### src/rtl/fifo_rd_fwft_stage_pkg.sv
// fifo_rd_fwft_stage_pkg: shared helpers and parameter limits for the FIFO read stage
package tproc_fifo_pkg;
  localparam int RD_LAT_MAX = 2;
  localparam int OUT_DEPTH_MAX = 8;
  function automatic int cnt_w(input int n);
    return $clog2(n + 1);
  endfunction
endpackage

### src/rtl/fifo_rd_fwft_stage_lat_pipe.sv
// fwft_lat_pipe: per-pop valid shift register tracking the FIFO read latency
module fwft_lat_pipe #(
  parameter int LAT = 1
) (
  input  logic clk_i,
  input  logic clr_i,
  input  logic in_i,
  output logic out_o
);
  logic [LAT-1:0] q;
  always_ff @(posedge clk_i)
    q <= clr_i ? '0 : LAT'({q, in_i});
  assign out_o = q[LAT-1];
endmodule

### src/rtl/fifo_rd_fwft_stage.sv
// fifo_rd_fwft_stage: first-word-fall-through prefetch stage hiding BRAM FIFO read latency
module fifo_rd_fwft_stage
  import tproc_fifo_pkg::*;
#(
  parameter int DW = 16,
  parameter int RD_LAT = 1,
  parameter int OUT_DEPTH = 2
) (
  input  logic                            clk_i,
  input  logic                            rst_i,
  input  logic                            fifo_empty_i,
  input  logic [DW-1:0]                   fifo_dt_i,
  output logic                            fifo_pop_o,
  output logic                            fifo_rd_en_o,
  input  logic                            flush_i,
  output logic                            fifo_flush_o,
  output logic [DW-1:0]                   m_tdata_o,
  output logic                            m_tvalid_o,
  input  logic                            m_tready_i,
  output logic [cnt_w(OUT_DEPTH)-1:0]     occ_o
);
  localparam int CW = cnt_w(OUT_DEPTH);
  localparam int PW = $clog2(OUT_DEPTH);
  localparam logic [CW-1:0] FULL = CW'(OUT_DEPTH);
  localparam logic [PW-1:0] LAST = PW'(OUT_DEPTH - 1);
  logic [DW-1:0] mem [OUT_DEPTH];
  logic [CW-1:0] occ, infl;
  logic [PW-1:0] wr_ptr, rd_ptr;
  logic clr, cap, xfer;
  if (RD_LAT < 1 || RD_LAT > RD_LAT_MAX) begin : g_bad_rd_lat
    $error("RD_LAT out of range");
  end
  if (OUT_DEPTH < 2 || OUT_DEPTH > OUT_DEPTH_MAX) begin : g_bad_out_depth
    $error("OUT_DEPTH out of range");
  end
  assign clr = rst_i | flush_i;
  assign xfer = m_tvalid_o & m_tready_i;
  assign fifo_pop_o = !clr && !fifo_empty_i && (({1'b0, occ} + {1'b0, infl}) < {1'b0, FULL});
  assign fifo_rd_en_o = !rst_i;
  assign m_tvalid_o = occ != '0;
  assign m_tdata_o = mem[rd_ptr];
  assign occ_o = occ;
  fwft_lat_pipe #(.LAT(RD_LAT)) u_lat (
    .clk_i(clk_i),
    .clr_i(clr),
    .in_i (fifo_pop_o),
    .out_o(cap)
  );
  always_ff @(posedge clk_i) begin
    fifo_flush_o <= !rst_i && flush_i;
    if (clr) begin
      occ    <= '0;
      infl   <= '0;
      wr_ptr <= '0;
      rd_ptr <= '0;
    end else begin
      occ  <= occ + CW'(cap) - CW'(xfer);
      infl <= infl + CW'(fifo_pop_o) - CW'(cap);
      if (cap) wr_ptr <= wr_ptr == LAST ? '0 : wr_ptr + 1'b1;
      if (xfer) rd_ptr <= rd_ptr == LAST ? '0 : rd_ptr + 1'b1;
    end
  end
  always_ff @(posedge clk_i) begin
    if (rst_i) begin
      for (int i = 0; i < OUT_DEPTH; i++) mem[i] <= '0;
    end else if (cap && !flush_i) begin
      mem[wr_ptr] <= fifo_dt_i;
    end
  end
  a_no_overflow: assert property (@(posedge clk_i) disable iff (clr) !(cap && !xfer && occ == FULL));
endmodule

### config.mk
export PLATFORM = sky130hd
export DESIGN_NAME = fifo_rd_fwft_stage
export DESIGN_NICKNAME = d
export VERILOG_FILES = /design/src/rtl/fifo_rd_fwft_stage_pkg.sv /design/src/rtl/fifo_rd_fwft_stage_lat_pipe.sv /design/src/rtl/fifo_rd_fwft_stage.sv
export SDC_FILE = /design/constraint.sdc
export NUM_CORES = 1
export LEC_CHECK = 0
export BUFFER_PORTS_ARGS = -buffer_cell sky130_fd_sc_hd__buf_2
export CAP_MARGIN = 30
export CORE_MARGIN = 5
export CORE_UTILIZATION = 40
export CTS_CLUSTER_DIAMETER = 50
export DETAILED_ROUTE_END_ITERATION = 8
export PLACE_DENSITY_LB_ADDON = 0.05
export SYNTH_ARGS = -nofsm -noshare
export SYNTH_HDL_FRONTEND = slang
export SYNTH_SLANG_ARGS = --single-unit
### constraint.sdc
create_clock -name clk_i -period 2.2 [get_ports clk_i]
set_input_delay 0.44 -clock clk_i [delete_from_list [all_inputs] [get_ports clk_i]]
set_output_delay 0.44 -clock clk_i [all_outputs]
set_load 0.02 [all_outputs]
==> out/qor.csv <==
stage,metric,value,unit
clocking,root_buffer,clkbuf_8,
timing,setup_tns,0,ns
power,total_power,1.49,mW
floorplan,die_w,79,um
worst_setup_path,cp-end-kind,output port,
clocking,numCtsBuffers,5,
power,power.share.combinational,0.100,
routing,postRouteAntennaNets,0,
clocking,clockBufferDepth,2,
logic_synthesis,syn-num-nets,158,
floorplan,core,4660,um^2
timing,rsz0062_at_grt,false,
worst_setup_path,r2r-start,occ_o[0],
logic_synthesis,post_synth.cell_area_avg,14.4,um^2
logic_synthesis,synth_area_leaders,"edfxtp_1 50%, and3_1 11%, dfxtp_1 9.5%",
routing,drtIter0Drc,51,
logic_synthesis,yosys-top-cells-count,"32 x and3_1, 32 x edfxtp_1, 16 x mux2_2",
finish,final_nets,201,
hold_path,hp-start,fifo_empty_i,
timing,fmax,481,MHz
global_routing,grt_first_pass_wirelength,6410,um
worst_setup_path,critPathKind,flop to output port,
logic_synthesis,synthDominantCellAreaShare,0.505,
placement,place.gp.congestion,0.669,
floorplan,dieArea,6240,um^2
routing,post-route-drc-count,0,
logic_synthesis,async_flop_share,0,
floorplan,die_h,79,um
global_routing,grt_pass1_vias,1331,
hold_path,min_path_type,input port to flop,
run_status,status,finished clean,
logic_synthesis,ys_types,25,
global_routing,track_usage,0.136,
power,ir_drop,376,uV
timing,hold_viol_final,0,
logic_synthesis,synth_top_area_cell,edfxtp_1,
timing,finalSetupViolCount,0,
power,clockPowerShare,0.317,
clocking,holdBufCountCts,0,
clocking,clock-sinks,41,
global_routing,grt_max_degree,35,
timing,drv_slew,0,
finish,layout-drive-gt1-share,0.443,
clocking,tritoncts,yes,
timing,tightest_slew,0.638,ns
global_routing,antenna_found_initial,0,
worst_setup_path,critPathArrivalTime,1.64,ns
global_routing,grt_overflow,0,
clocking,clkLatencyLatePin,0.29,ns
worst_setup_path,critPathMaxFanout,5,
routing,num_vias,1185,
job,drv_cap,0,
timing,period_minus_slack,2.08,ns
power,cellPowerDensity,673,nW/um^2
timing,min_period_over_period,0.946,
floorplan,start_util,0.409,
routing,drtPass1Iterations,4,
finish,areaGrowthSynthToFinish,16.7,%
logic_synthesis,netlist_area,1900,um^2
power,swShare,0.235,
worst_setup_path,required,1.76,ns
finish,fill_cells,432,
finish,diodes,0,
worst_setup_path,worstSetupStartpointType,flop,
placement,numPortBuffers,42,
logic_synthesis,synth_warnings,0,
logic_synthesis,ys_seq_elements,41,
power,p_leak,1.07,nW
logic_synthesis,synth_ff_type,edfxtp_1,
timing,skew,0.00760,ns
logic_synthesis,ys_seq_area_frac,0.599,
timing,max_slew_margin,0.573,
worst_setup_path,crit_start,occ_o[0],
power,p_sw,0.352,mW
clocking,cts_max_level,2,
power,seq_power_share,0.583,
floorplan,rows,25,
power,internal_power,1.14,mW
placement,hpwlAfterDp,2480,um
routing,drt_wl_total,3860,um
routing,detail_route.vias_per_cell,5.15,
floorplan,ios,43,
logic_synthesis,synth_edf_count,32,
clocking,clkSlewWorstSetupHoldPaths,0.07,ns
routing,wl_per_cell,16.8,um
logic_synthesis,synthCells,132,
==> power by group through the flow <==
stage          clock, mW  sequential [mW]  combinational (mW)
6_report           0.474            0.871               0.150
5_1_grt            0.518            0.875               0.165
4_1_cts            0.486            0.872               0.153
3_5_place_dp           0            0.889               0.152
3_3_place_gp           0            0.887               0.147
2_1_floorplan          0            0.889              0.0962
==> kinds of logic after synthesis <==
group                    synth area share
AO/OA/AOI/OAI                      0.0125
XOR/XNOR                           0.0283
adder cells (fa/ha/maj)            0.0368
buffers and inverters              0.0532
flip-flops                          0.599
multiplexers                        0.110
AND/OR/NAND/NOR                     0.160
==> metrics by stage <==
step / worst slack [ns] / hold slack (ns) / utilization / std cells / instance area, um^2
finish: 0.119 / 0.377 / 0.477 / 230 / 2220
global placement: 0.300 / 0.532 / 0.458 / 222 / 2130
CTS: 0.0740 / 0.368 / 0.476 / 230 / 2220
floorplan: 0.118 / 0.498 / - / 132 / 1920
global route: 0.0184 / 0.384 / 0.477 / 230 / 2220
detailed placement: 0.262 / 0.522 / 0.458 / 222 / 2130
==> worst max-delay path, stage by stage (launching register included) <==
cell and delay [ns]:
dfxtp_2 0.36, and2_1 0.16, fa_2 0.47, nor4_4 0.18, buf_4 0.19
==> final cells by class <==
cell class / count / area, um^2 / area share
clock buffer: 6 / 72.6 / 0.0327
clock inverter: 2 / 10.0 / 0.00450
inverter: 6 / 22.5 / 0.0101
multi-input combinational: 77 / 679 / 0.306
sequential: 41 / 1140 / 0.514
tap: 54 / 67.6 / 0.0304
timing repair buffer: 44 / 228 / 0.102
==> state kept, by name (all words and copies together), names as in the netlist, named ones only <==
signal / count
rd_ptr: 1
occ_o: 2
fifo_flush_o: 1
infl: 2
mem: 32
wr_ptr: 1
u_lat.out_o: 1
==> layer usage <==
| metal | routed length (um) | up-vias | GRT usage | part of all wire |
|---|---|---|---|---|
| met5 | 0 | - | 0 | 0 |
| met4 | 61 | 0 | 0.0619 | 0.016 |
| met3 | 197 | 5 | 0.0363 | 0.051 |
| met2 | 1930 | 30 | 0.237 | 0.50 |
| met1 | 1670 | 580 | 0.155 | 0.43 |
| li1 | - | 570 | - | - |
==> worst paths after layout <==
check	end	slack (ns)	depth (start not counted)
worst max-delay path	fifo_pop_o	0.12	4
worst min-delay path	u_lat.out_o	0.38	2
worst max register to register	infl[1]	0.48	6
worst min register to register	wr_ptr	0.54	2
==> placed cells by master, fill, tap and decap left out <==
| master | instances |
|---|---|
| nor3_1 | 1 |
| clkbuf_1 | 1 |
| nor4_1 | 1 |
| ha_1 | 4 |
| buf_2 | 41 |
| nor4_4 | 1 |
| nor2_1 | 4 |
| edfxtp_1 | 32 |
| or2_2 | 1 |
| and2_1 | 3 |
| xnor2_1 | 1 |
| and3_1 | 32 |
| a21o_1 | 1 |
| xnor3_1 | 2 |
| nor3b_1 | 1 |
| clkbuf_8 | 5 |
| a21o_2 | 1 |
| mux2_2 | 16 |
| mux2_4 | 2 |
| o21a_1 | 1 |
| or2_4 | 1 |
| inv_1 | 6 |
| dfxtp_2 | 1 |
| clkinv_2 | 2 |
| dfxtp_1 | 8 |
| fa_2 | 1 |
| and2_4 | 1 |
| and2b_4 | 1 |
| nor2_4 | 1 |
| buf_4 | 3 |
==> what timing repair did <==
action / in CTS / in global routing
endpoints found under the hold margin: 0 / 0
pin swaps: 2 / 0
setup endpoints to repair: 1 / 1
buffers inserted: 0 / 0
gates resized for setup: 2 / 1
No activity file was read; power rests on OpenSTA's default activity.
